<file path="config.mk">
export PLATFORM = sky130hd
export DESIGN_NAME = i2s2_path_ctrl
export DESIGN_NICKNAME = d
export VERILOG_FILES = /design/src/rtl/i2s2_pkg.sv /design/src/rtl/i2s2_gain_stage.sv /design/src/rtl/i2s2_path_ctrl.sv
export SDC_FILE = /design/constraint.sdc
export NUM_CORES = 1
export LEC_CHECK = 0
export ABC_CLOCK_PERIOD_IN_PS = 1500
export BUFFER_PORTS_ARGS = -buffer_cell sky130_fd_sc_hd__buf_2
export CAP_MARGIN = 10
export CORE_MARGIN = 3
export CORE_UTILIZATION = 50
export CTS_CLUSTER_DIAMETER = 50
export DETAILED_ROUTE_END_ITERATION = 16
export PLACE_DENSITY = 0.83
export SETUP_SLACK_MARGIN = 0.1
export SYNTH_ARGS = -nofsm -noshare
export SYNTH_HDL_FRONTEND = slang
export SYNTH_HIERARCHICAL = 1
export SYNTH_SLANG_ARGS = --single-unit
</file>
<file path="constraint.sdc">
create_clock -name MCLK -period 1.5 [get_ports MCLK]
set_input_delay 0.15 -clock MCLK [delete_from_list [all_inputs] [get_ports MCLK]]
set_output_delay 0.15 -clock MCLK [all_outputs]
set_load 0.02 [all_outputs]
</file>
<file path="src/rtl/i2s2_pkg.sv">
`default_nettype none
//============================================================================
// i2s2_pkg : state encoding, widths and gain constants for the I2S2 path
// Rev 1.0 - initial release
//============================================================================
package i2s2_pkg;

  localparam int SAMPLE_W = 24;
  localparam int GAIN_W   = 9;

  localparam logic [GAIN_W-1:0] GAIN_UNITY = 9'd256;
  localparam logic [GAIN_W-1:0] GAIN_STEP  = 9'd16;

  typedef enum logic [1:0] {
    ST_IDLE = 2'd0,
    ST_ARM  = 2'd1,
    ST_RUN  = 2'd2,
    ST_STOP = 2'd3
  } state_t;

  // One ramp step toward silence (mute) or toward unity gain (unmute).
  function automatic logic [GAIN_W-1:0] gain_next(input logic [GAIN_W-1:0] gain,
                                                  input logic              mute_req);
    logic [GAIN_W-1:0] w_res;
    if (mute_req)
      w_res = (gain > GAIN_STEP) ? gain - GAIN_STEP : '0;
    else
      w_res = (gain < GAIN_UNITY - GAIN_STEP) ? gain + GAIN_STEP : GAIN_UNITY;
    return w_res;
  endfunction

endpackage
`default_nettype wire

</file>
<file path="src/rtl/i2s2_gain_stage.sv">
`default_nettype none
//============================================================================
// i2s2_gain_stage : signed sample x unsigned gain, >>>8, registered output
// Rev 1.0 - initial release
//============================================================================
module i2s2_gain_stage
  import i2s2_pkg::*;
(
  input  logic                MCLK,
  input  logic                RESETN,
  input  logic                in_valid,
  input  logic [SAMPLE_W-1:0] in_sample,
  input  logic [GAIN_W-1:0]   in_gain,
  output logic [SAMPLE_W-1:0] out_data,
  output logic                out_valid
);

  logic signed [SAMPLE_W+GAIN_W:0] w_prod;

  assign w_prod = $signed(in_sample) * $signed({1'b0, in_gain});

  always_ff @(posedge MCLK or negedge RESETN) begin
    if (!RESETN) begin
      out_valid <= 1'b0;
      out_data  <= '0;
    end else begin
      out_valid <= in_valid;
      out_data  <= in_valid ? SAMPLE_W'(w_prod >>> 8) : '0;
    end
  end

endmodule
`default_nettype wire

</file>
<file path="src/rtl/i2s2_path_ctrl.sv">
`default_nettype none
//============================================================================
// i2s2_path_ctrl : selects live RX or host frames for the I2S TX, frame-
// aligned source/mute switching. Soft-mute ramp under I2S2_SOFT_MUTE_EN.
// Rev 1.0 - initial release
//============================================================================
module i2s2_path_ctrl
  import i2s2_pkg::*;
(
  input  logic                  MCLK,
  input  logic                  RESETN,
  input  logic                  enable,
  input  logic                  src_sel,
  input  logic                  mute,
  input  logic                  rx_valid,
  input  logic                  rx_is_right,
  input  logic [SAMPLE_W-1:0]   rx_data,
  input  logic                  host_valid,
  output logic                  host_ready,
  input  logic [2*SAMPLE_W-1:0] host_data,
  input  logic                  tx_req,
  input  logic                  tx_is_right,
  output logic [SAMPLE_W-1:0]   tx_data,
  output logic                  tx_valid,
  output logic [1:0]            state,
  output logic [7:0]            underrun_cnt
);

  state_t                r_state, w_state_nxt;
  logic                  w_serve, w_left;
  logic                  r_src_host, r_underrun;
  logic                  w_src_host, w_underrun;
  logic [SAMPLE_W-1:0]   r_live_l, r_live_r, w_sample;
  logic                  r_host_full, w_host_take, w_host_pop;
  logic [2*SAMPLE_W-1:0] r_host_data;
  logic [7:0]            r_underrun_cnt;

  always_ff @(posedge MCLK or negedge RESETN) begin
    if (!RESETN) r_state <= ST_IDLE;
    else         r_state <= w_state_nxt;
  end

  always_comb begin
    w_state_nxt = r_state;
    w_serve     = 1'b0;
    case (r_state)
      ST_IDLE: if (enable) w_state_nxt = ST_ARM;
      ST_ARM: begin
        if (!enable) begin
          w_state_nxt = ST_IDLE;
        end else if (tx_req && !tx_is_right) begin
          w_serve     = 1'b1;
          w_state_nxt = ST_RUN;
        end
      end
      ST_RUN: begin
        w_serve = tx_req;
        if (!enable) w_state_nxt = ST_STOP;
      end
      ST_STOP: begin
        w_serve = tx_req;
        if (tx_req && tx_is_right) w_state_nxt = ST_IDLE;
      end
      default: w_state_nxt = ST_IDLE;
    endcase
  end

  // A left request is the frame boundary: the new source/underrun verdict
  // applies to this very request, then stays latched for the right half.
  assign w_left     = w_serve && !tx_is_right;
  assign w_src_host = w_left ? src_sel : r_src_host;
  assign w_underrun = w_left ? (src_sel && !r_host_full) : r_underrun;

  always_comb begin
    w_sample = '0;
    if (!w_src_host)
      w_sample = tx_is_right ? r_live_r : r_live_l;
    else if (!w_underrun && r_host_full)
      w_sample = tx_is_right ? r_host_data[SAMPLE_W-1:0]
                             : r_host_data[2*SAMPLE_W-1:SAMPLE_W];
  end

  assign host_ready  = !r_host_full;
  assign w_host_take = host_valid && !r_host_full;
  assign w_host_pop  = w_serve && tx_is_right && w_src_host && !w_underrun && r_host_full;

  always_ff @(posedge MCLK or negedge RESETN) begin
    if (!RESETN) begin
      r_live_l       <= '0;
      r_live_r       <= '0;
      r_host_full    <= 1'b0;
      r_host_data    <= '0;
      r_src_host     <= 1'b0;
      r_underrun     <= 1'b0;
      r_underrun_cnt <= '0;
    end else begin
      if (rx_valid && !rx_is_right) r_live_l <= rx_data;
      if (rx_valid &&  rx_is_right) r_live_r <= rx_data;
      if (w_host_take) begin
        r_host_full <= 1'b1;
        r_host_data <= host_data;
      end else if (w_host_pop) begin
        r_host_full <= 1'b0;
      end
      if (w_left) begin
        r_src_host <= src_sel;
        r_underrun <= w_underrun;
        if (w_underrun && r_underrun_cnt != 8'hFF)
          r_underrun_cnt <= r_underrun_cnt + 8'd1;
      end
    end
  end

`ifdef I2S2_SOFT_MUTE_EN
  logic [GAIN_W-1:0] r_gain, w_gain;

  assign w_gain = w_left ? gain_next(r_gain, mute) : r_gain;

  always_ff @(posedge MCLK or negedge RESETN) begin
    if (!RESETN) r_gain <= GAIN_UNITY;
    else         r_gain <= w_gain;
  end

  i2s2_gain_stage u_gain_stage (
    .MCLK      (MCLK),
    .RESETN    (RESETN),
    .in_valid  (w_serve),
    .in_sample (w_sample),
    .in_gain   (w_gain),
    .out_data  (tx_data),
    .out_valid (tx_valid)
  );
`else
  logic r_frame_mute, w_mute;

  assign w_mute = w_left ? mute : r_frame_mute;

  always_ff @(posedge MCLK or negedge RESETN) begin
    if (!RESETN) begin
      r_frame_mute <= 1'b0;
      tx_valid     <= 1'b0;
      tx_data      <= '0;
    end else begin
      r_frame_mute <= w_mute;
      tx_valid     <= w_serve;
      tx_data      <= (w_serve && !w_mute) ? w_sample : '0;
    end
  end
`endif

  assign state        = r_state;
  assign underrun_cnt = r_underrun_cnt;

endmodule
`default_nettype wire

</file>
==> impl_metrics.yaml <==
yosys:
  ys_warn_count: 6
  netlist_area_sq_mm: 0.00603
  synth_cell_types: 41
  syn_avg_cell_area_sq_um: 13.8
  syn_nets: 520
  synth-main-ff-cell: "dfrtp_1"
  synth_top_area_cell: "dfrtp_1"
  ys_seq_area_share_pct: 56.0
  synth_seq_cells: 135
  synth_edf_count: 0
  postSynthCellCount: 437
  synth_top_area_share_pct: 56.0
  ys_async_sr_fraction_pct: 100
  synthTopCellsByArea: "dfrtp_1 (56%), mux2_2 (23%), mux2i_1 (4.0%)"
setup_path:
  r2r-end: "tx_data[13]"
  worstPathRequired_ns: 1.82
  critPathLaunchType: "flop"
  critPathKind: "reg -> reg"
  crit_fanout: 25
  r2r_start: "state[0]"
  r2r_slack_ns: -0.05
  end_kind: "flop"
  worstRegToRegCells: 5
  cp.arrival_ns: 1.87
finish:
  drive_above_1_share_pct: 52.0
  fin_nets: 731
  utilization_pct: 73.3
  design_area_sq_mm: 0.00852
  layout.cells.non_filler: 805
  area_delta_synth_final_pct: 41.2
  final_common_cell: "dfrtp_1"
  final_cell_mix: "dfrtp_1 (132), mux2_2 (122), buf_2 (116), dlygate4sd3_1 (70)"
route:
  ant_nets: 0
  drc: 0
  wl_met2_mm: 8.02
  drtPass1Iterations: 4
  drt-met1-wl_mm: 6.55
  wl_met3_um: 706
  drtIter0Drc: 388
  top_layer: "met4"
  drt-total-wl_mm: 15.8
  wl_per_cell_um: 19.6
  routed_via_density: 5.62
  num_vias: 4528
timing:
  fmax_ghz: 0.645
  drv_slew: 0
  hold_viol_final: 0
  rsz0062_at_grt: "yes"
  clock_skew_ns: 0.00883
  finalSetupTns_ns: -0.350
  max-slew-margin-rel_pct: 65.2
  worstMarginPinSlew_ns: 0.521
  setup_slack_ns: -0.0512
  final.min_clock_period_ns: 1.55
  finalCritPeriodShare_pct: 103
  whs_ns: 0.00947
  finalSetupViolCount: 20
grt:
  antenna_found_initial: 0
  first_global_vias: 4796
  overflow: 0
  grt_pass1_wl_mm: 24.4
  grt.total_usage_pct: 23.6
  grt_max_degree: 56
hold_path:
  hp-class: "in -> reg"
  min_to: "r_live_l[9]"
  min_from: "rx_data[9]"
  whs_path_depth: 2
floorplanning:
  die_height_um: 116
  core_sq_mm: 0.0116
  dieArea_sq_mm: 0.0134
  num_rows: 39
  initial_core_util_pct: 52.0
  die_w_um: 116
  design.portCount: 118
placement:
  port_buffers: 117
  gp_congestion: 0.891
  hpwlAfterDp_mm: 9.42
  placedCellCount: 692
  dpl_cell_area_sq_mm: 0.00700
run_status:
  status: "complete, but fails checks"
  violations: "setup timing"
power_and_ir_drop:
  peakVddDrop_v: 0.000869
  p_per_area_mw_per_mm2: 1620
  total_leakage_power_nw: 3.89
cts:
  path_clk_slew_ns: 0.06
  clkSinkCount: 135
  htree_num_levels: 4
  clockRootBuffer: "clkbuf_16"
  cts_buffers: 17
  clk_path_buf_depth: 2
  cts_tree: "done"
  clkLatencyLatePin_ns: 0.41
job:
  drv_cap: 0
[how the worst max path moves through the flow]
stage / to / slack (ns) / start / cells after the start
after floorplan: underrun_cnt[1] / -0.12 / flop / 5
after global placement: underrun_cnt[1] / 0.06 / state[0] / 5
after detailed placement: underrun_cnt[1] / 0.008 / state[0] / 5
after CTS: tx_data[8] / -0.02 / state[0] / 5
after global routing: tx_data[13] / -0.12 / state[0] / 5
final: tx_data[13] / -0.05 / state[0] / 5
[per-layer routing]
layer / vias up / global-route usage [%]
met5: - / 0
met4: 0 / 10.4
met3: 42 / 5.59
met2: 158 / 40.0
met1: 2299 / 28.8
li1: 2029 / -
[report_power, final]
part           switching [mW]  total (mW)  leakage (nW)  internal (mW)
registers               0.650        5.36          1.65           4.71
clock network            1.53        3.88         0.268           2.36
logic                    2.04        4.57          1.97           2.53
total                    4.22        13.8          3.89           9.60
[per-stage QoR]
step	power, mW	worst slack [ns]
final	13.8	-0.0512
after global routing	14.5	-0.119
after CTS	13.6	-0.0233
after detailed placement	9.18	0.00849
after global placement	8.91	0.0582
after floorplan	7.92	-0.118
[flip-flops by register name, summed over array words and instances, names as in the netlist, 8 cells and up, named ones only]
signal	cells
r_live_r	24
r_live_l	24
r_host_data	48
tx_data	24
underrun_cnt	8
[timing repair]
item                       CTS  global route
hold endpoints to repair   137             2
cloned                       2             1
setup buffers                4             3
pin swaps                   12             8
resized for setup           13            17
hold buffers                68             2
setup endpoints to repair   31            33
[synthesized netlist by cell type, types with 2 or more instances]
master      n
a21oi_1    26
a31oi_1     4
and3_1      3
buf_2      10
buf_4       6
buf_6       3
clkbuf_1   11
dfrtp_1   135
mux2_2    122
mux2i_1    24
nand2_1     4
nand3_1     2
nand4_1     4
nor2_1      3
nor2b_1     4
o211ai_1   24
o21ai_0     2
or3_1      24
xnor2_1     4
[cell type report]
type / count / area [sq um]
Multi-Input combinational cell: 270 / 2600
Fill cell: 706 / 3100
Timing Repair Buffer: 223 / 1790
Tap cell: 143 / 179
Clock inverter: 12 / 103
Clock buffer: 20 / 457
Sequential cell: 135 / 3380
Antenna cell: 1 / 2.50
Inverter: 1 / 3.75
[worst max-delay path, stage by stage, from the launching register on]
cell and delay (ns):
dfrtp_2 0.44, a21oi_4 0.23, nor3b_4 0.10, buf_12 0.17
or3_1 0.36, a21oi_1 0.16
[cell families after synthesis]
kind of cell,synth area share [%]
muxes,26.9
xor gates and xnor gates,0.726
buffers and inverters,2.94
adders and majority gates,0.207
DFF,56.0
AOI/OAI and AO/OA,7.40
and+or+nand+nor,5.79
Power figures use the tool's default switching activity.
